--- src/rtl/spi_wb_bridge_pkg.sv ---
// Shared types and constants for the SPI-to-Wishbone bridge.
package spi_wb_bridge_pkg;

    // SPI frame sequencer: one state per byte of the CMD/ADDR/DATA frame.
    typedef enum logic [2:0] {
        SPI_IDLE  = 3'd0,
        SPI_CMD   = 3'd1,
        SPI_ADDR  = 3'd2,
        SPI_DATA  = 3'd3,
        SPI_DRAIN = 3'd4
    } spi_state_t;

    // Wishbone master: either idle or holding cyc/stb for one transfer.
    typedef enum logic {
        WB_IDLE = 1'b0,
        WB_BUSY = 1'b1
    } wb_state_t;

    // Bit of the command byte that selects write (1) or read (0).
    localparam int CMD_WRITE_BIT = 7;

endpackage

--- src/rtl/spi_slave_sync.sv ---
// Two-flop synchroniser for one SPI pin plus edge detection on the
// synchronised level. RST_VAL is the idle level of the pin.
module spi_slave_sync #(
    parameter logic RST_VAL = 1'b0
) (
    input  logic clk,
    input  logic rst,
    input  logic din,
    output logic dout,
    output logic rise,
    output logic fall
);

    logic meta_r;
    logic sync_r;
    logic prev_r;

    // Synchronise the pin and keep one extra stage for edge detection.
    always_ff @(posedge clk or posedge rst) begin
        if (rst) begin
            meta_r <= RST_VAL;
            sync_r <= RST_VAL;
            prev_r <= RST_VAL;
        end else begin
            meta_r <= din;
            sync_r <= meta_r;
            prev_r <= sync_r;
        end
    end

    assign dout = sync_r;
    assign rise = sync_r & ~prev_r;
    assign fall = ~sync_r & prev_r;

endmodule

--- src/rtl/spi_wb_bridge.sv ---
// SPI mode-0 slave that turns CMD/ADDR/DATA frames into single Wishbone
// byte reads and writes. Everything runs on wb_clk; SPI pins are
// oversampled through synchronisers.
module spi_wb_bridge
    import spi_wb_bridge_pkg::*;
#(
    parameter logic [23:0] ADDR_HI = 24'h000000,
    parameter int unsigned TIMEOUT = 255
) (
    input  logic        wb_clk,
    input  logic        wb_rst,
    input  logic        i_spi_sclk,
    input  logic        i_spi_cs_n,
    input  logic        i_spi_mosi,
    output logic        o_spi_miso,
    output logic [31:0] wb_m2s_adr,
    output logic [31:0] wb_m2s_dat,
    output logic [3:0]  wb_m2s_sel,
    output logic        wb_m2s_we,
    output logic        wb_m2s_cyc,
    output logic        wb_m2s_stb,
    input  logic [31:0] wb_s2m_dat,
    input  logic        wb_s2m_ack,
    input  logic        wb_s2m_err,
    output logic        o_err
);

    localparam int unsigned TMR_W = $clog2(TIMEOUT + 1);
    localparam logic [TMR_W-1:0] TMR_LAST = TMR_W'(TIMEOUT - 1);

    logic sclk_s, sclk_rise_s, sclk_fall_s;
    logic cs_n_s, cs_fall_s, cs_rise_unused_s;
    logic mosi_s, mosi_rise_unused_s, mosi_fall_unused_s;
    logic [23:0] rd_hi_unused_s;

    spi_wb_bridge_pkg::spi_state_t spi_state_r;
    spi_wb_bridge_pkg::wb_state_t  wb_state_r;
    logic [2:0]       bit_cnt_r;
    logic [6:0]       rx_r;
    logic [6:0]       tx_r;
    logic [7:0]       addr_r;
    logic [7:0]       wdata_r;
    logic             is_write_r;
    logic             rd_pend_r;
    logic             wr_pend_r;
    logic             rd_wait_r;
    logic             cur_rd_r;
    logic [TMR_W-1:0] tmr_r;

    logic [7:0] rx_byte_s;
    logic       spi_active_s;
    logic       wb_busy_s;
    logic       wb_accept_s;
    logic       wb_done_s;
    logic       wb_fault_s;
    logic       late_s;
    logic       late_data_s;
    logic       rd_ack_s;

    spi_slave_sync #(.RST_VAL(1'b0)) u_sync_sclk (
        .clk(wb_clk), .rst(wb_rst), .din(i_spi_sclk),
        .dout(sclk_s), .rise(sclk_rise_s), .fall(sclk_fall_s)
    );
    spi_slave_sync #(.RST_VAL(1'b1)) u_sync_cs_n (
        .clk(wb_clk), .rst(wb_rst), .din(i_spi_cs_n),
        .dout(cs_n_s), .rise(cs_rise_unused_s), .fall(cs_fall_s)
    );
    spi_slave_sync #(.RST_VAL(1'b0)) u_sync_mosi (
        .clk(wb_clk), .rst(wb_rst), .din(i_spi_mosi),
        .dout(mosi_s), .rise(mosi_rise_unused_s), .fall(mosi_fall_unused_s)
    );

    assign rd_hi_unused_s = wb_s2m_dat[31:8];
    assign rx_byte_s      = {rx_r, mosi_s};
    assign spi_active_s   = ~cs_n_s & (spi_state_r != SPI_IDLE) & sclk_s;
    assign wb_busy_s      = (wb_state_r == WB_BUSY);
    // A frame that has been deselected may not start a new transfer.
    assign wb_accept_s    = (wb_state_r == WB_IDLE) & (rd_pend_r | wr_pend_r) & ~cs_n_s;
    assign wb_done_s      = wb_busy_s & (wb_s2m_ack | wb_s2m_err | (tmr_r == TMR_LAST));
    assign wb_fault_s     = wb_busy_s & ~wb_s2m_ack & (wb_s2m_err | (tmr_r == TMR_LAST));
    // First DATA edge reached with read data still outstanding.
    assign late_s         = sclk_rise_s & spi_active_s & (spi_state_r == SPI_DATA)
                          & ~is_write_r & (bit_cnt_r == 3'd0) & rd_wait_r;
    assign late_data_s    = wb_busy_s & wb_s2m_ack & cur_rd_r & ~rd_wait_r;
    assign rd_ack_s       = wb_busy_s & wb_s2m_ack & cur_rd_r & rd_wait_r & ~late_s;

    // SPI frame sequencer: shift in bytes, queue WB requests, drive MISO.
    always_ff @(posedge wb_clk or posedge wb_rst) begin
        if (wb_rst) begin
            spi_state_r <= SPI_IDLE;
            bit_cnt_r   <= 3'd0;
            rx_r        <= 7'd0;
            tx_r        <= 7'd0;
            addr_r      <= 8'd0;
            wdata_r     <= 8'd0;
            is_write_r  <= 1'b0;
            rd_pend_r   <= 1'b0;
            wr_pend_r   <= 1'b0;
            rd_wait_r   <= 1'b0;
            o_spi_miso  <= 1'b0;
        end else if (cs_fall_s) begin
            spi_state_r <= SPI_CMD;
            bit_cnt_r   <= 3'd0;
            rx_r        <= 7'd0;
            tx_r        <= 7'd0;
            is_write_r  <= 1'b0;
            rd_pend_r   <= 1'b0;
            wr_pend_r   <= 1'b0;
            rd_wait_r   <= 1'b0;
            o_spi_miso  <= 1'b0;
        end else if (cs_n_s) begin
            spi_state_r <= SPI_IDLE;
            bit_cnt_r   <= 3'd0;
            rd_pend_r   <= 1'b0;
            wr_pend_r   <= 1'b0;
            rd_wait_r   <= 1'b0;
            o_spi_miso  <= 1'b0;
        end else begin
            if (wb_accept_s) begin
                rd_pend_r <= 1'b0;
                wr_pend_r <= 1'b0;
            end
            if (rd_ack_s) begin
                tx_r       <= wb_s2m_dat[6:0];
                o_spi_miso <= wb_s2m_dat[7];
                rd_wait_r  <= 1'b0;
            end
            if (late_s) begin
                rd_wait_r <= 1'b0;
            end
            if (sclk_rise_s && spi_active_s) begin
                rx_r      <= rx_byte_s[6:0];
                bit_cnt_r <= bit_cnt_r + 3'd1;
                if (bit_cnt_r == 3'd7) begin
                    case (spi_state_r)
                        SPI_CMD: begin
                            is_write_r  <= rx_byte_s[CMD_WRITE_BIT];
                            spi_state_r <= SPI_ADDR;
                        end
                        SPI_ADDR: begin
                            addr_r      <= rx_byte_s;
                            spi_state_r <= SPI_DATA;
                            if (!is_write_r) begin
                                // Preload all-ones so a missing ack reads back 0xFF.
                                rd_pend_r  <= 1'b1;
                                rd_wait_r  <= 1'b1;
                                tx_r       <= 7'h7F;
                                o_spi_miso <= 1'b1;
                            end
                        end
                        SPI_DATA: begin
                            spi_state_r <= SPI_DRAIN;
                            o_spi_miso  <= 1'b0;
                            if (is_write_r) begin
                                wdata_r   <= rx_byte_s;
                                wr_pend_r <= 1'b1;
                            end
                        end
                        SPI_DRAIN: spi_state_r <= SPI_DRAIN;
                        default:   spi_state_r <= SPI_IDLE;
                    endcase
                end
            end else if (sclk_fall_s && (spi_state_r == SPI_DATA) && !is_write_r
                         && (bit_cnt_r != 3'd0)) begin
                // Bit 7 is already on the pin; shift out the rest on falling edges.
                o_spi_miso <= tx_r[6];
                tx_r       <= {tx_r[5:0], 1'b0};
            end
        end
    end

    // Wishbone master: one transfer per queued request, with timeout.
    always_ff @(posedge wb_clk or posedge wb_rst) begin
        if (wb_rst) begin
            wb_state_r <= WB_IDLE;
            wb_m2s_cyc <= 1'b0;
            wb_m2s_stb <= 1'b0;
            wb_m2s_we  <= 1'b0;
            wb_m2s_adr <= 32'd0;
            wb_m2s_dat <= 32'd0;
            wb_m2s_sel <= 4'd0;
            tmr_r      <= '0;
            cur_rd_r   <= 1'b0;
        end else begin
            case (wb_state_r)
                WB_IDLE: begin
                    if (wb_accept_s) begin
                        wb_state_r <= WB_BUSY;
                        wb_m2s_cyc <= 1'b1;
                        wb_m2s_stb <= 1'b1;
                        wb_m2s_adr <= {ADDR_HI, addr_r};
                        wb_m2s_sel <= 4'b0001;
                        tmr_r      <= '0;
                        if (wr_pend_r) begin
                            wb_m2s_we  <= 1'b1;
                            wb_m2s_dat <= {24'h000000, wdata_r};
                            cur_rd_r   <= 1'b0;
                        end else begin
                            wb_m2s_we  <= 1'b0;
                            cur_rd_r   <= 1'b1;
                        end
                    end
                end
                WB_BUSY: begin
                    if (wb_done_s) begin
                        wb_state_r <= WB_IDLE;
                        wb_m2s_cyc <= 1'b0;
                        wb_m2s_stb <= 1'b0;
                        cur_rd_r   <= 1'b0;
                    end else begin
                        tmr_r <= tmr_r + 1'b1;
                    end
                end
                default: begin
                    wb_state_r <= WB_IDLE;
                    wb_m2s_cyc <= 1'b0;
                    wb_m2s_stb <= 1'b0;
                end
            endcase
            // Read data for a deselected frame is no longer wanted.
            if (cs_n_s) begin
                cur_rd_r <= 1'b0;
            end
        end
    end

    // Sticky error flag, cleared when the next frame starts.
    always_ff @(posedge wb_clk or posedge wb_rst) begin
        if (wb_rst) begin
            o_err <= 1'b0;
        end else if (wb_fault_s || late_s || late_data_s) begin
            o_err <= 1'b1;
        end else if (cs_fall_s) begin
            o_err <= 1'b0;
        end
    end

endmodule
--- config.mk ---
export PLATFORM = sky130hd
export DESIGN_NAME = spi_wb_bridge
export DESIGN_NICKNAME = d
export VERILOG_FILES = /design/src/rtl/spi_wb_bridge_pkg.sv /design/src/rtl/spi_slave_sync.sv /design/src/rtl/spi_wb_bridge.sv
export SDC_FILE = /design/constraint.sdc
export NUM_CORES = 1
export LEC_CHECK = 0
export ABC_AREA = 0
export BUFFER_PORTS_ARGS = -buffer_cell sky130_fd_sc_hd__buf_2
export CORE_MARGIN = 8
export CORE_UTILIZATION = 35
export CTS_BUF_LIST = sky130_fd_sc_hd__clkbuf_4 sky130_fd_sc_hd__clkbuf_8 sky130_fd_sc_hd__clkbuf_16
export DETAILED_ROUTE_END_ITERATION = 16
export GPL_TIMING_DRIVEN = 0
export PLACE_DENSITY = 0.66
export SETUP_SLACK_MARGIN = 0.2
export SKIP_CTS_REPAIR_TIMING = 1
export SLEW_MARGIN = 20
export SYNTH_ARGS = -nofsm -noshare
export SYNTH_HDL_FRONTEND = slang
export SYNTH_SLANG_ARGS = --single-unit
--- constraint.sdc ---
create_clock -name wb_clk -period 2.75 [get_ports wb_clk]
set_clock_uncertainty 0.2 [all_clocks]
set_input_delay 0.1375 -clock wb_clk [delete_from_list [all_inputs] [get_ports wb_clk]]
set_output_delay 0.1375 -clock wb_clk [all_outputs]
set_load 0.01 [all_outputs]
==> results.sh, run 1 <==
export IMPL_rsz0062_at_grt="no"
export IMPL_met2_length_mm=3.414
export IMPL_antenna_found_initial=0
export IMPL_buffer_ports_inserted=36
export IMPL_grt_first_pass_wirelength_mm=12.45
export IMPL_post_route_period_util_pct=87.95
export IMPL_grt_pass1_vias=2543
export IMPL_initial_core_utilization_pct=35.27
export IMPL_slew_violations=0
export IMPL_place_congestion=0.8269
export IMPL_cts_sinks=79
export IMPL_synthesis_instances=340
export IMPL_cts_clk_slew_worst_paths_ps=90
export IMPL_vias=2560
export IMPL_clock_insertion_delay_worst_skew_ps=360
export IMPL_reg2reg_setup_slack_ps=330
export IMPL_timing_critical_path_slowest_stage_cell="sky130_fd_sc_hd__dfrtp_1"
export IMPL_synth_seq_area_share_pct=52.73
export IMPL_postRouteAntennaNets=0
export IMPL_count_of_tritonroute_iterations_in_the_first_routing_pass=4
export IMPL_worst_hold_path_class="in2reg"
export IMPL_layout_area_overhead_vs_synth_pct=24.48
export IMPL_post_synth_top_area_fraction_pct=50.63
export IMPL_setup_tns_ps=0
export IMPL_main_area_contributors_after_synthesis="sky130_fd_sc_hd__dfrtp_1, sky130_fd_sc_hd__buf_4, sky130_fd_sc_hd__mux2_2, sky130_fd_sc_hd__nand2_1, sky130_fd_sc_hd__mux2_4"
export IMPL_design_portCount=112
export IMPL_synth_async_reset_ratio_pct=100.0
export IMPL_synth_seq_cells=79
export IMPL_die_width_um=119.6
export IMPL_layout_nets=497
export IMPL_timing_hold_ws_ps=37.76
export IMPL_finish_utilization_pct=43.90
export IMPL_finalWorstSetupSlack_ps=331.5
export IMPL_synth_main_ff_cell="sky130_fd_sc_hd__dfrtp_1"
export IMPL_routed_via_density=4.281
export IMPL_netlist_cell_type_count=49
export IMPL_run_status="finished, final reports clean"
export IMPL_power_ir_vdd_worst_mv=0.2256
export IMPL_n_fill_cell=1007
export IMPL_critical_path_class="reg2reg"
export IMPL_maximum_number_of_pins_on_one_net_before_global_route_repair=53
export IMPL_timing_max_slew_rel_slack_pct=48.74
export IMPL_cts_buffers=9
export IMPL_tritoncts="yes"
export IMPL_dieArea_um2=14300
export IMPL_hold_path_cell_count=4
export IMPL_power_density_over_the_cells_nw_per_um2=463.6
export IMPL_htree_num_levels=3
export IMPL_place_detailed_instances=567
export IMPL_post_route_cells_drive_above_1_share_pct=32.75
export IMPL_timing_final_hold_violations=0
export IMPL_preCtsSetupSlack_ps=345.6
export IMPL_crit_start="bit_cnt_r[1]"
export IMPL_yosys_area_top_type="sky130_fd_sc_hd__dfrtp_1"
export IMPL_route_top_layer_used="met4"
export IMPL_num_rows=38
export IMPL_met1Wirelength_mm=3.244
export IMPL_detailroute_wirelength_met3_um=634
export IMPL_post_layout_nonfiller_instances=598
export IMPL_worstHoldStart="wb_s2m_ack"
export IMPL_critPathMaxFanout=8
export IMPL_hold_end="o_err"
export IMPL_drtIter0Drc=77
export IMPL_cp_required_ps=2800
export IMPL_cts_root_to_sink_buffers=2
export IMPL_timing_critical_path_mode_cell="sky130_fd_sc_hd__ha_1"
export IMPL_timing_worst_slew_pin_value_ps=762.6
export IMPL_grt_util_all_layers_pct=10.69
export IMPL_critical_path_endpoint_type="flip-flop"
export IMPL_die_height_um=119.6
export IMPL_yosys_warnings=0
export IMPL_fmaxAchievable_ghz=0.4135
export IMPL_antenna_cells_inserted=0
export IMPL_critical_path_max_stage_delay_ps=380
export IMPL_r2r_start="bit_cnt_r[1]"
export IMPL_overflow=0
export IMPL_fin_crit_ps=2419
export IMPL_crit_chain="ha_1 -> ha_1 -> and4bb_2 -> nand2_2 -> or3_1 -> or2_1 -> buf_6 -> mux2_4"
export IMPL_r2r_end="addr_r[2]"
export IMPL_setup_violations=0
export IMPL_cts_root_buffer="sky130_fd_sc_hd__clkbuf_8"
export IMPL_cap_viol_max_count=0
export IMPL_leakage_nw=2.456
export IMPL_routedWlPerCell_um=12.40
export IMPL_drcViolationCount=0
export IMPL_worstRegToRegCells=8
export IMPL_worst_ep_arrival_time_ps=2460
export IMPL_number_of_enable_flip_flop_cells_after_synthesis=0
export IMPL_detail_route_wirelength_mm=7.417
export IMPL_fp_coreArea_um2=10650
export IMPL_synth_area_um2=3756
export IMPL_critPathLaunchType="flip-flop"
export IMPL_post_synth_cell_area_avg_um2=11.05
export IMPL_detailedPlacementHpwl_mm=5.526
==> synth_stat cells, drive strengths merged (2+ instances only) <==
master / number
or3: 2
nand3: 8
o31ai: 4
inv: 13
nor2b: 4
mux2: 26
a311oi: 5
o21ai: 9
clkbuf: 5
buf: 58
o211ai: 4
a22o: 7
ha: 5
nor3: 4
nand2b: 3
dfrtp: 76
and3: 2
nand2: 37
mux2i: 3
nor2: 24
or2: 2
xnor2: 3
dfstp: 3
o2bb2ai: 7
nor3b: 2
a21oi: 9
==> registers in the layout, indices dropped and copies added, names as in the netlist, 3 cells and up <==
register,flops
addr_r,8
bit_cnt_r,3
rx_r,7
spi_state_r,3
tmr_r,8
tx_r,7
wb_m2s_adr,8
wb_m2s_dat,8
wdata_r,8
==> layout by cell type (no fill, tap or decap), types with 4 or more instances in the layout <==
cell and count:
sky130_fd_sc_hd__ha_1 5, sky130_fd_sc_hd__nor2b_1 4, sky130_fd_sc_hd__conb_1 51, sky130_fd_sc_hd__dfrtp_1 76, sky130_fd_sc_hd__o21ai_0 7, sky130_fd_sc_hd__inv_1 12, sky130_fd_sc_hd__buf_2 38, sky130_fd_sc_hd__o2bb2ai_1 7
sky130_fd_sc_hd__clkbuf_8 9, sky130_fd_sc_hd__a22o_1 7, sky130_fd_sc_hd__o211ai_1 4, sky130_fd_sc_hd__o31ai_1 4, sky130_fd_sc_hd__dlygate4sd3_1 14, sky130_fd_sc_hd__a21oi_1 9, sky130_fd_sc_hd__nand3_1 7, sky130_fd_sc_hd__a311oi_1 5
sky130_fd_sc_hd__nor2_1 24, sky130_fd_sc_hd__buf_4 54, sky130_fd_sc_hd__mux2_4 8, sky130_fd_sc_hd__mux2_2 18, sky130_fd_sc_hd__nand2_1 36, sky130_fd_sc_hd__nor3_1 4, sky130_fd_sc_hd__clkbuf_1 5
==> where the power goes <==
group / switching [mW] / leakage, nW / internal, mW
clock: 0.464 / 0.0927 / 0.346
sequential: 0.00779 / 1.08 / 1.17
combinational: 0.0935 / 1.28 / 0.0846
total: 0.565 / 2.46 / 1.60
==> kinds of logic after synthesis <==
logic type | share of synthesized area (%)
simple gates | 12.03
flops | 52.73
buf+inv | 13.36
compound gates | 10.03
mux | 9.394
fa+ha+maj | 1.666
xor+xnor | 0.6997
other cells | 0.09984
==> area by class of cell <==
cell class,count,area (um2),share of cell area [%]
Tap cell,140,175.2,3.746
Buffer,63,452.9,9.687
Clock inverter,7,62.56,1.338
Multi-Input combinational cell,235,1474,31.52
Timing Repair Buffer,52,355.3,7.600
Inverter,13,51.30,1.097
Clock buffer,9,123.9,2.649
Sequential cell,79,1981,42.36
==> worst max path at each step <==
| stage | slack, ps | end | cells past startpoint |
|---|---|---|---|
| after floorplan | 390 | addr_r[0] | 1 |
| after global placement | -540 | u_sync_sclk.prev_r | 2 |
| after detailed placement | 350 | addr_r[2] | 8 |
| after CTS | 320 | addr_r[2] | 8 |
| after global routing | 210 | addr_r[0] | 8 |
| final | 330 | addr_r[2] | 8 |
==> worst max-delay path: cells and delay by family, from the launching register on <==
kind / cells / cell delay, ps
DFF: 1 / 380
adders and majority gates: 2 / 290
muxes: 1 / 290
buffers and inverters: 1 / 160
and+or+nand+nor: 4 / 990
==> layer usage <==
metal / GRT usage (%) / vias up
met5: 0 / -
met2: 16.14 / 79
met4: 5.230 / 0
met3: 4.932 / 10
li1: - / 1295
met1: 12.64 / 1176
==> per-stage QoR <==
stage               cell area (um2)  power, mW
finish                         4676      2.168
global route                   4676      2.272
CTS                            4516      2.182
detailed placement             4329      1.363
global placement               4299      1.356
floorplan                      3944      1.330
(Power assumes the default switching activity.)
==> run 2: changes to the inputs <==
Settings changed: CORE_UTILIZATION 35 to 45, HOLD_SLACK_MARGIN set to 0.06, PLACE_DENSITY 0.66 to 0.79.
==> run 2 against run 1 <==
Die area shrank 19%. Maximum frequency rose by 1.4%. Cell area decreased by 0.86%. Hold slack gained 27 ps. Critical endpoint is now addr_r[5]. Largest power group unchanged.
==> results.sh, run 2 (synthesis results as in run 1) <==
export IMPL_antenna_found_initial=1
export IMPL_power_density_over_the_cells_nw_per_um2=475.6
export IMPL_critPathMaxFanout=8
export IMPL_route_top_layer_used="met4"
export IMPL_worst_ep_arrival_time_ps=2430
export IMPL_detail_route_wirelength_mm=7.338
export IMPL_r2r_end="addr_r[5]"
export IMPL_htree_num_levels=3
export IMPL_cts_buffers=9
export IMPL_num_rows=33
export IMPL_cts_root_to_sink_buffers=2
export IMPL_routed_via_density=4.674
export IMPL_design_portCount=112
export IMPL_tritoncts="yes"
export IMPL_timing_max_slew_rel_slack_pct=47.40
export IMPL_layout_area_overhead_vs_synth_pct=23.42
export IMPL_worstHoldStart="wb_s2m_ack"
export IMPL_drcViolationCount=0
export IMPL_overflow=0
export IMPL_hold_path_cell_count=4
export IMPL_reg2reg_setup_slack_ps=360
export IMPL_die_height_um=107.4
export IMPL_fin_crit_ps=2386
export IMPL_dieArea_um2=11530
export IMPL_slew_violations=0
export IMPL_layout_cell_area_non_filler_um2=4636
export IMPL_finish_utilization_pct=56.70
export IMPL_detailroute_wirelength_met3_um=796
export IMPL_run_status="finished, final reports clean"
export IMPL_critical_path_class="reg2reg"
export IMPL_worst_hold_path_class="in2reg"
export IMPL_critPathLaunchType="flip-flop"
export IMPL_drtIter0Drc=151
export IMPL_cts_clk_slew_worst_paths_ps=80
export IMPL_critical_path_endpoint_type="flip-flop"
export IMPL_timing_worst_slew_pin_value_ps=782.4
export IMPL_postRouteAntennaNets=0
export IMPL_vias=2627
export IMPL_cts_root_buffer="sky130_fd_sc_hd__clkbuf_8"
export IMPL_layout_nets=496
export IMPL_r2r_start="bit_cnt_r[1]"
export IMPL_grt_util_all_layers_pct=13.21
export IMPL_count_of_tritonroute_iterations_in_the_first_routing_pass=6
export IMPL_cap_viol_max_count=0
export IMPL_cts_sinks=79
export IMPL_routedWlPerCell_um=13.06
export IMPL_met1Wirelength_mm=3.005
export IMPL_fp_coreArea_um2=8175
export IMPL_rsz0062_at_grt="no"
export IMPL_fmaxAchievable_ghz=0.4191
export IMPL_placed_cell_area_um2=4285
export IMPL_layout_cells_most_common_list="sky130_fd_sc_hd__dfrtp_1, sky130_fd_sc_hd__buf_4, sky130_fd_sc_hd__conb_1"
export IMPL_post_route_period_util_pct=86.77
export IMPL_finalWorstSetupSlack_ps=363.8
export IMPL_grt_pass1_vias=2556
export IMPL_leakage_nw=2.453
export IMPL_hold_end="o_err"
export IMPL_met2_length_mm=3.334
export IMPL_initial_core_utilization_pct=45.94
export IMPL_setup_violations=0
export IMPL_cp_required_ps=2790
export IMPL_die_width_um=107.4
export IMPL_timing_final_hold_violations=0
export IMPL_detailedPlacementHpwl_mm=5.450
export IMPL_clock_insertion_delay_worst_skew_ps=350
export IMPL_worstRegToRegCells=8
export IMPL_place_congestion=0.8180
export IMPL_mostFrequentLayoutCell="sky130_fd_sc_hd__dfrtp_1"
export IMPL_preCtsSetupSlack_ps=351.3
export IMPL_grt_first_pass_wirelength_mm=12.19
export IMPL_buffer_ports_inserted=36
export IMPL_post_route_cells_drive_above_1_share_pct=32.46
export IMPL_maximum_number_of_pins_on_one_net_before_global_route_repair=54
export IMPL_power_ir_vdd_worst_mv=0.2408
## run 2: area by class of cell
type | count | area [um2]
Buffer | 63 | 452.9
Sequential cell | 79 | 1981
Antenna cell | 1 | 2.502
Clock buffer | 10 | 137.6
Inverter | 13 | 51.30
Fill cell | 710 | 3540
Timing Repair Buffer | 51 | 347.8
Tap cell | 105 | 131.4
Multi-Input combinational cell | 235 | 1473
Clock inverter | 5 | 58.81
## run 2: how the worst max path moves through the flow
| stage | slack [ps] | endpoint | start | cells past startpoint |
|---|---|---|---|---|
| 2_1_floorplan | 390 | addr_r[0] | wb_rst | 1 |
| 3_3_place_gp | -450 | wb_m2s_adr[2] | wb_rst | 2 |
| 3_5_place_dp | 350 | addr_r[4] | bit_cnt_r[1] | 8 |
| 4_1_cts | 350 | addr_r[5] | bit_cnt_r[1] | 8 |
| 5_1_grt | 250 | wdata_r[7] | bit_cnt_r[1] | 7 |
| 6_report | 360 | addr_r[5] | bit_cnt_r[1] | 8 |
## run 2: critical path, stage by stage, from the launching register on
cell and delay [ps]:
sky130_fd_sc_hd__dfrtp_1 380, sky130_fd_sc_hd__ha_1 160, sky130_fd_sc_hd__ha_1 130, sky130_fd_sc_hd__and4bb_2 270, sky130_fd_sc_hd__nand2_2 100, sky130_fd_sc_hd__or3_1 360, sky130_fd_sc_hd__or2_1 240, sky130_fd_sc_hd__buf_6 150
sky130_fd_sc_hd__mux2_4 290
## run 2: metal layers
layer  vias up  track usage, %
met1      1214           15.92
li1       1286               -
met3        22           4.790
met5         -               0
met4         0           6.739
met2       105           20.39
## run 2: through the flow
| step | hold slack (ps) | instances | setup TNS [ps] | power, mW |
|---|---|---|---|---|
| after floorplan | -58.02 | 390 | 0 | 1.330 |
| after global placement | 43.52 | 531 | -34150 | 1.354 |
| after detailed placement | -55.50 | 532 | 0 | 1.363 |
| after CTS | -441.5 | 547 | 0 | 2.206 |
| after global routing | 99.24 | 562 | 0 | 2.298 |
| final | 64.44 | 562 | 0 | 2.205 |
## run 2: power breakdown
part,switching (mW),leakage (nW),internal [mW]
clock,0.408,0.0944,0.438
sequential,0.00785,1.08,1.17
combinational,0.0932,1.28,0.0848
